## config.mk

```make
export PLATFORM = sky130hd
export DESIGN_NAME = store_buffer
export DESIGN_NICKNAME = d
export VERILOG_FILES = /design/src/rtl/store_buffer_pkg.sv /design/src/rtl/store_buffer_fwd_match.sv /design/src/rtl/store_buffer.sv
export SDC_FILE = /design/constraint.sdc
export NUM_CORES = 1
export LEC_CHECK = 0
export CORE_MARGIN = 2
export CORE_UTILIZATION = 45
export DETAILED_ROUTE_END_ITERATION = 10
export GPL_TIMING_DRIVEN = 0
export PLACE_DENSITY = 0.68
export SYNTH_ARGS = -nofsm -noshare
export SYNTH_HDL_FRONTEND = slang
export SYNTH_SLANG_ARGS = --single-unit
```

## constraint.sdc

```tcl
create_clock -name clk -period 14.6 [get_ports clk]
set_input_delay 2.92 -clock clk [delete_from_list [all_inputs] [get_ports clk]]
set_output_delay 2.92 -clock clk [all_outputs]
set_load 0.05 [all_outputs]
```

## src/rtl/store_buffer_pkg.sv

```systemverilog
// rtl/store_buffer_pkg.sv - shared store buffer constants, types and match classification
package store_buffer_pkg;

  localparam int SB_DEPTH  = 4;
  localparam int SB_ADDR_W = 32;
  localparam int SB_DATA_W = 32;

  localparam logic [3:0] BE_NONE = 4'b0000;
  localparam logic [3:0] BE_BYTE = 4'b0001;
  localparam logic [3:0] BE_HALF = 4'b0011;
  localparam logic [3:0] BE_WORD = 4'b1111;

  typedef enum logic [1:0] {
    FWD_NONE  = 2'd0,
    FWD_HIT   = 2'd1,
    FWD_STALL = 2'd2
  } fwd_kind_e;

  // Only a full-word store at the exact byte offset can satisfy a load on its own.
  function automatic fwd_kind_e classify_match(
    input logic       hit,
    input logic [3:0] entry_be,
    input logic [1:0] entry_off,
    input logic [1:0] load_off
  );
    if (!hit)
      return FWD_NONE;
    else if (entry_be == BE_WORD && entry_off == load_off)
      return FWD_HIT;
    else
      return FWD_STALL;
  endfunction

endpackage

```

## src/rtl/store_buffer_fwd_match.sv

```systemverilog
// rtl/store_buffer_fwd_match.sv - youngest-match search of buffered stores for a load
module store_buffer_fwd_match
  import store_buffer_pkg::*;
#(
  parameter int DEPTH  = SB_DEPTH,
  parameter int ADDR_W = SB_ADDR_W,
  parameter int DATA_W = SB_DATA_W,
  parameter int PTR_W  = $clog2(DEPTH),
  parameter int CNT_W  = PTR_W + 1
) (
  input  logic [ADDR_W-1:0]   entry_addr [DEPTH],
  input  logic [DATA_W-1:0]   entry_data [DEPTH],
  input  logic [DATA_W/8-1:0] entry_be   [DEPTH],
  input  logic [PTR_W-1:0]    head,
  input  logic [CNT_W-1:0]    count,
  input  logic                load_request,
  input  logic [ADDR_W-1:0]   load_addr,
  output logic                forward_valid,
  output logic [DATA_W-1:0]   forward_data,
  output logic                forward_stall
);

  logic             hit;
  logic [PTR_W-1:0] hit_idx;
  logic [PTR_W-1:0] idx;
  fwd_kind_e        kind;

  // Walk oldest to youngest so the last match seen is the one nearest the tail.
  always_comb begin
    hit     = 1'b0;
    hit_idx = '0;
    idx     = '0;
    for (int i = 0; i < DEPTH; i++) begin
      idx = head + PTR_W'(i);
      if (CNT_W'(i) < count &&
          entry_addr[idx][ADDR_W-1:2] == load_addr[ADDR_W-1:2]) begin
        hit     = 1'b1;
        hit_idx = idx;
      end
    end
  end

  always_comb begin
    kind = classify_match(hit && load_request, entry_be[hit_idx],
                          entry_addr[hit_idx][1:0], load_addr[1:0]);
    forward_valid = (kind == FWD_HIT);
    forward_stall = (kind == FWD_STALL);
    forward_data  = (kind == FWD_NONE) ? '0 : entry_data[hit_idx];
  end

endmodule

```

## src/rtl/store_buffer.sv

```systemverilog
// rtl/store_buffer.sv - committed-store FIFO draining to data memory with load forwarding
module store_buffer
  import store_buffer_pkg::*;
#(
  parameter int DEPTH  = SB_DEPTH,
  parameter int ADDR_W = SB_ADDR_W,
  parameter int DATA_W = SB_DATA_W
) (
  input  logic                clk,
  input  logic                rst,
  input  logic                capture_store,
  input  logic [ADDR_W-1:0]   store_addr,
  input  logic [DATA_W-1:0]   store_data,
  input  logic [DATA_W/8-1:0] store_byte_en,
  input  logic                load_request,
  input  logic [ADDR_W-1:0]   load_addr,
  output logic                forward_valid,
  output logic [DATA_W-1:0]   forward_data,
  output logic                forward_stall,
  output logic                buffer_full,
  output logic                buffer_empty,
  output logic                misaligned_drop,
  output logic                mem_wr_en,
  output logic [ADDR_W-1:0]   mem_wr_addr,
  output logic [DATA_W-1:0]   mem_wr_data,
  output logic [DATA_W/8-1:0] mem_wr_byte_en,
  input  logic                mem_wr_ready
);

  localparam int PTR_W = $clog2(DEPTH);
  localparam int CNT_W = PTR_W + 1;

  logic [ADDR_W-1:0]   entry_addr [DEPTH];
  logic [DATA_W-1:0]   entry_data [DEPTH];
  logic [DATA_W/8-1:0] entry_be   [DEPTH];

  logic [PTR_W-1:0] head;
  logic [PTR_W-1:0] tail;
  logic [CNT_W-1:0] count;
  logic             push;
  logic             pop;

  assign buffer_full  = (count == CNT_W'(DEPTH));
  assign buffer_empty = (count == '0);

  // Full blocks the push even when the head pops in the same cycle.
  assign push = capture_store && !buffer_full && (store_byte_en != BE_NONE);

  // Loads own the memory port, so draining yields whenever one is issued.
  assign mem_wr_en      = !buffer_empty && !load_request;
  assign mem_wr_addr    = entry_addr[head];
  assign mem_wr_data    = entry_data[head];
  assign mem_wr_byte_en = entry_be[head];
  assign pop            = mem_wr_en && mem_wr_ready;

  always_ff @(posedge clk or posedge rst) begin
    if (rst) begin
      head            <= '0;
      tail            <= '0;
      count           <= '0;
      misaligned_drop <= 1'b0;
    end else begin
      if (push)
        tail <= tail + 1'b1;
      if (pop)
        head <= head + 1'b1;
      case ({push, pop})
        2'b10:   count <= count + 1'b1;
        2'b01:   count <= count - 1'b1;
        default: count <= count;
      endcase
      misaligned_drop <= capture_store && (store_byte_en == BE_NONE);
    end
  end

  // Entry payloads carry no reset; count alone decides which entries are live.
  always_ff @(posedge clk) begin
    if (push) begin
      entry_addr[tail] <= store_addr;
      entry_data[tail] <= store_data;
      entry_be[tail]   <= store_byte_en;
    end
  end

  store_buffer_fwd_match #(
    .DEPTH  (DEPTH),
    .ADDR_W (ADDR_W),
    .DATA_W (DATA_W),
    .PTR_W  (PTR_W),
    .CNT_W  (CNT_W)
  ) u_fwd_match (
    .entry_addr    (entry_addr),
    .entry_data    (entry_data),
    .entry_be      (entry_be),
    .head          (head),
    .count         (count),
    .load_request  (load_request),
    .load_addr     (load_addr),
    .forward_valid (forward_valid),
    .forward_data  (forward_data),
    .forward_stall (forward_stall)
  );

endmodule

```

==> run_results.csv <==
group,metric,value,unit
global_route,busiest_layer,"met2",
placement,place_ws,2.730,ns
setup_path,worstPathArrival,8.98,ns
cts,cts_tree,"built",
timing,drv_slew,0,
global_route,grt_max_degree,52,
timing,tightest_slew,1.361,ns
logic_synthesis,syn-num-nets,1231,
timing,finalHoldViolations,0,
cts,clock-sinks,280,
global_route,grt-ovfl-total,0,
cts,cts.path.max_buffers,3,
cts,post_cts_buffers,0,
cts,cts-resized-gates,0,
logic_synthesis,synth-seq-cells,280,
timing,fmax,84.02,MHz
placement,place_hpwl,38640,µm
logic_synthesis,synth_warnings,0,
finish,area_delta_synth_final,21.51,%
route,via_per_inst,6.350,
global_route,grt_pass1_wl,78010,µm
finish,drive_gt1_share,18.75,%
cts,clk_pin_slew,0.06,ns
timing,fin_hold_ws,0.5263,ns
power,power_density,224.3,nW/µm²
cts,clock_latency,0.60,ns
die,dieArea,38120,µm²
route,routedWlPerCell,28.96,µm
global_route,grt_use_met1,39.63,%
global_route,grt_pass1_vias,11670,
global_route,track_usage,27.93,%
global_route,antenna_found_initial,4,
logic_synthesis,synth_area_per_cell,14.72,µm²
placement,place.gp.congestion,0.9700,
timing,fin_tns_setup,0,ns
logic_synthesis,ys.flop_type,"edfxtp_1",
setup_path,max_stage_delay,1.14,ns
logic_synthesis,synth_edf_count,272,
die,die_w,195.2,µm
die,core-area,36350,µm²
logic_synthesis,synthCells,1118,
flow_run,max_cap_viol_count,0,
logic_synthesis,yosys.area.top_type_share,49.63,%
die,start_util,45.28,%
logic_synthesis,synth.distinct_cells,73,
route,wirelength,53170,µm
setup_path,cpLargestDelayFamily,"buffers and inverters",
cts,cts-root-buf,"clkbuf_16",
route,drtIter0Drc,1076,
placement,portBuffers,187,
logic_synthesis,ys_top_cells_by_count,"edfxtp_1 (272), mux2i_1 (125), mux4_2 (112)",
timing,fin_ws,2.698,ns
cts,ctsHoldBuffers,0,
logic_synthesis,synthArstFlopShare,2.857,%
timing,slew_headroom,8.454,%
global_route,met3_usage,5.682,%
timing,rsz0062_at_grt,"no",
logic_synthesis,netlist_top_cells_area,"edfxtp_1 (50%), mux4_2 (15%), mux2i_1 (7.6%)",
setup_path,crit_buf_inv,6,
timing,min_period,11.90,ns
timing,setup_violations,0,
setup_path,critPathKind,"input port to output pin",
logic_synthesis,synth_most_common_cell,"edfxtp_1",
global_route,met2_usage,43.77,%
die,rows,70,
power,total_leakage_power,6.672,nW
setup_path,crit_path_cell_trace,"clkdlybuf4s50_1, clkbuf_1, nor2_1, a211oi_1, o221ai_1, nor4_1, and2_1, clkbuf_1, nor3_1, a21oi_4, buf_4, buf_6, mux2i_1, a211oi_1, clkdlybuf4s50_1",
die,die_y,195.2,µm
min_path,min_path_type,"flip-flop to flip-flop",
timing,skew,0.01252,ns
logic_synthesis,yosysSeqAreaShare,50.84,%
power,ir_drop,0.0001183,V
setup_path,required,11.68,ns
die,io_pins,211,
finish,fin_nets,1455,
setup_path,crit_path_top_delay_cell,"nor4_1",
logic_synthesis,syn_area,16460,µm²
setup_path,worstSetupStartpointType,"input port",
setup_path,end_kind,"output pin",
setup_path,crit_fanout,10,
route,ant_nets,0,
route,dr.pass1.iters,6,
cts,cts_buffers,31,
cts,htree_num_levels,1,
timing,min_period_over_period,81.52,%
route,drc_errors,0,
route,num_vias,11660,
logic_synthesis,synth_top_area_cell,"edfxtp_1",
status,status,"finished clean",
## logic make-up after synthesis
| logic type | Yosys count | share of synthesized area, % |
|---|---|---|
| muxes | 289 | 26.49 |
| DFF | 280 | 50.84 |
| and+or+nand+nor | 178 | 5.717 |
| AOI/OAI and AO/OA | 152 | 7.245 |
| buffers and inverters | 116 | 4.044 |
| xor gates and xnor gates | 95 | 5.055 |
| adders and majority gates | 8 | 0.6082 |
## registers in the layout, indices dropped and copies added (netlist names)
signal and cells:
entry_addr 128, entry_data 128, entry_be 16, count 3
head 2, tail 2, misaligned_drop 1
## power breakdown
group          internal (mW)  total (mW)  switching (mW)
Combinational           1.03        2.60            1.57
Sequential              1.05        1.14          0.0830
Clock                  0.424       0.746           0.322
## per-layer routing
metal | vias up | wire (µm)
met5 | - | 13
met4 | 2 | 1511
met3 | 83 | 4164
met2 | 501 | 24560
met1 | 6092 | 22920
li1 | 4980 | -
## stage by stage
stage / total power, mW / util, % / area [µm²] / std cells
after floorplan: 2.931 / - / 16460 / 1118
after global placement: 3.719 / 52.04 / 18920 / 1773
after detailed placement: 3.725 / 52.37 / 19040 / 1777
after CTS: 4.478 / 55.00 / 19990 / 1833
after global routing: 4.645 / 55.02 / 20000 / 1836
final: 4.486 / 55.02 / 20000 / 1836
## area by class of cell
cell class | instances | area [µm²]
Sequential cell | 280 | 8368
Antenna cell | 3 | 7.507
Buffer | 91 | 571.8
Multi-Input combinational cell | 722 | 7435
Tap cell | 468 | 585.6
Clock inverter | 18 | 152.6
Clock buffer | 38 | 802.0
Inverter | 25 | 93.84
Fill cell | 3038 | 16350
Timing Repair Buffer | 191 | 1982
## cells in the final DEF, fill, tap and decap left out, types with 6 or more instances in the layout
master | Yosys | layout
nand2_1 | 30 | 30
mux2_2 | 44 | 44
clkinv_2 | 0 | 6
buf_2 | 10 | 10
dfrtp_1 | 8 | 8
clkbuf_1 | 37 | 44
buf_6 | 21 | 21
and2_1 | 11 | 7
nand4_1 | 23 | 23
a211oi_1 | 40 | 40
mux4_2 | 112 | 112
o311a_1 | 6 | 6
edfxtp_1 | 272 | 272
nor3_1 | 8 | 8
xor2_1 | 10 | 10
clkdlybuf4s50_1 | 0 | 187
o221ai_1 | 6 | 6
mux2i_1 | 125 | 125
nor2_1 | 54 | 54
o21ai_0 | 10 | 10
o22ai_1 | 10 | 10
o2bb2ai_1 | 9 | 9
nor4_1 | 8 | 8
xnor2_1 | 85 | 85
a21oi_1 | 12 | 12
ha_1 | 8 | 8
buf_1 | 13 | 13
o211ai_1 | 7 | 7
inv_1 | 24 | 24
buf_4 | 7 | 7
clkbuf_16 | 0 | 31
mux2_1 | 8 | 8
a22oi_1 | 7 | 7
nand3_1 | 10 | 10
clkinv_1 | 0 | 7
## worst reg2reg max path, cell delays in order, from the launching register on
cell,delay (ns)
dfrtp_1,0.34
buf_6,0.15
buf_4,0.24
buf_4,0.34
buf_6,0.23
clkbuf_1,0.49
buf_2,0.36
buf_1,0.47
clkbuf_1,0.59
buf_1,0.73
nand2_1,0.15
xnor2_1,0.16
## worst paths after layout
path                               from                to  slack [ns]  depth (start not counted)
setup / recovery           load_addr[5]  forward_data[15]        2.70                         15
hold / removal                 count[0]          count[0]        0.53                          1
setup reg to reg                head[0]           head[1]       10.20                         11
hold reg to reg                count[0]          count[0]        0.53                          1
max in group asynchronous           rst           tail[1]       11.74                          2
min in group asynchronous           rst          count[0]        2.59                          2
Note: power is estimated with default switching activity, not from simulation.
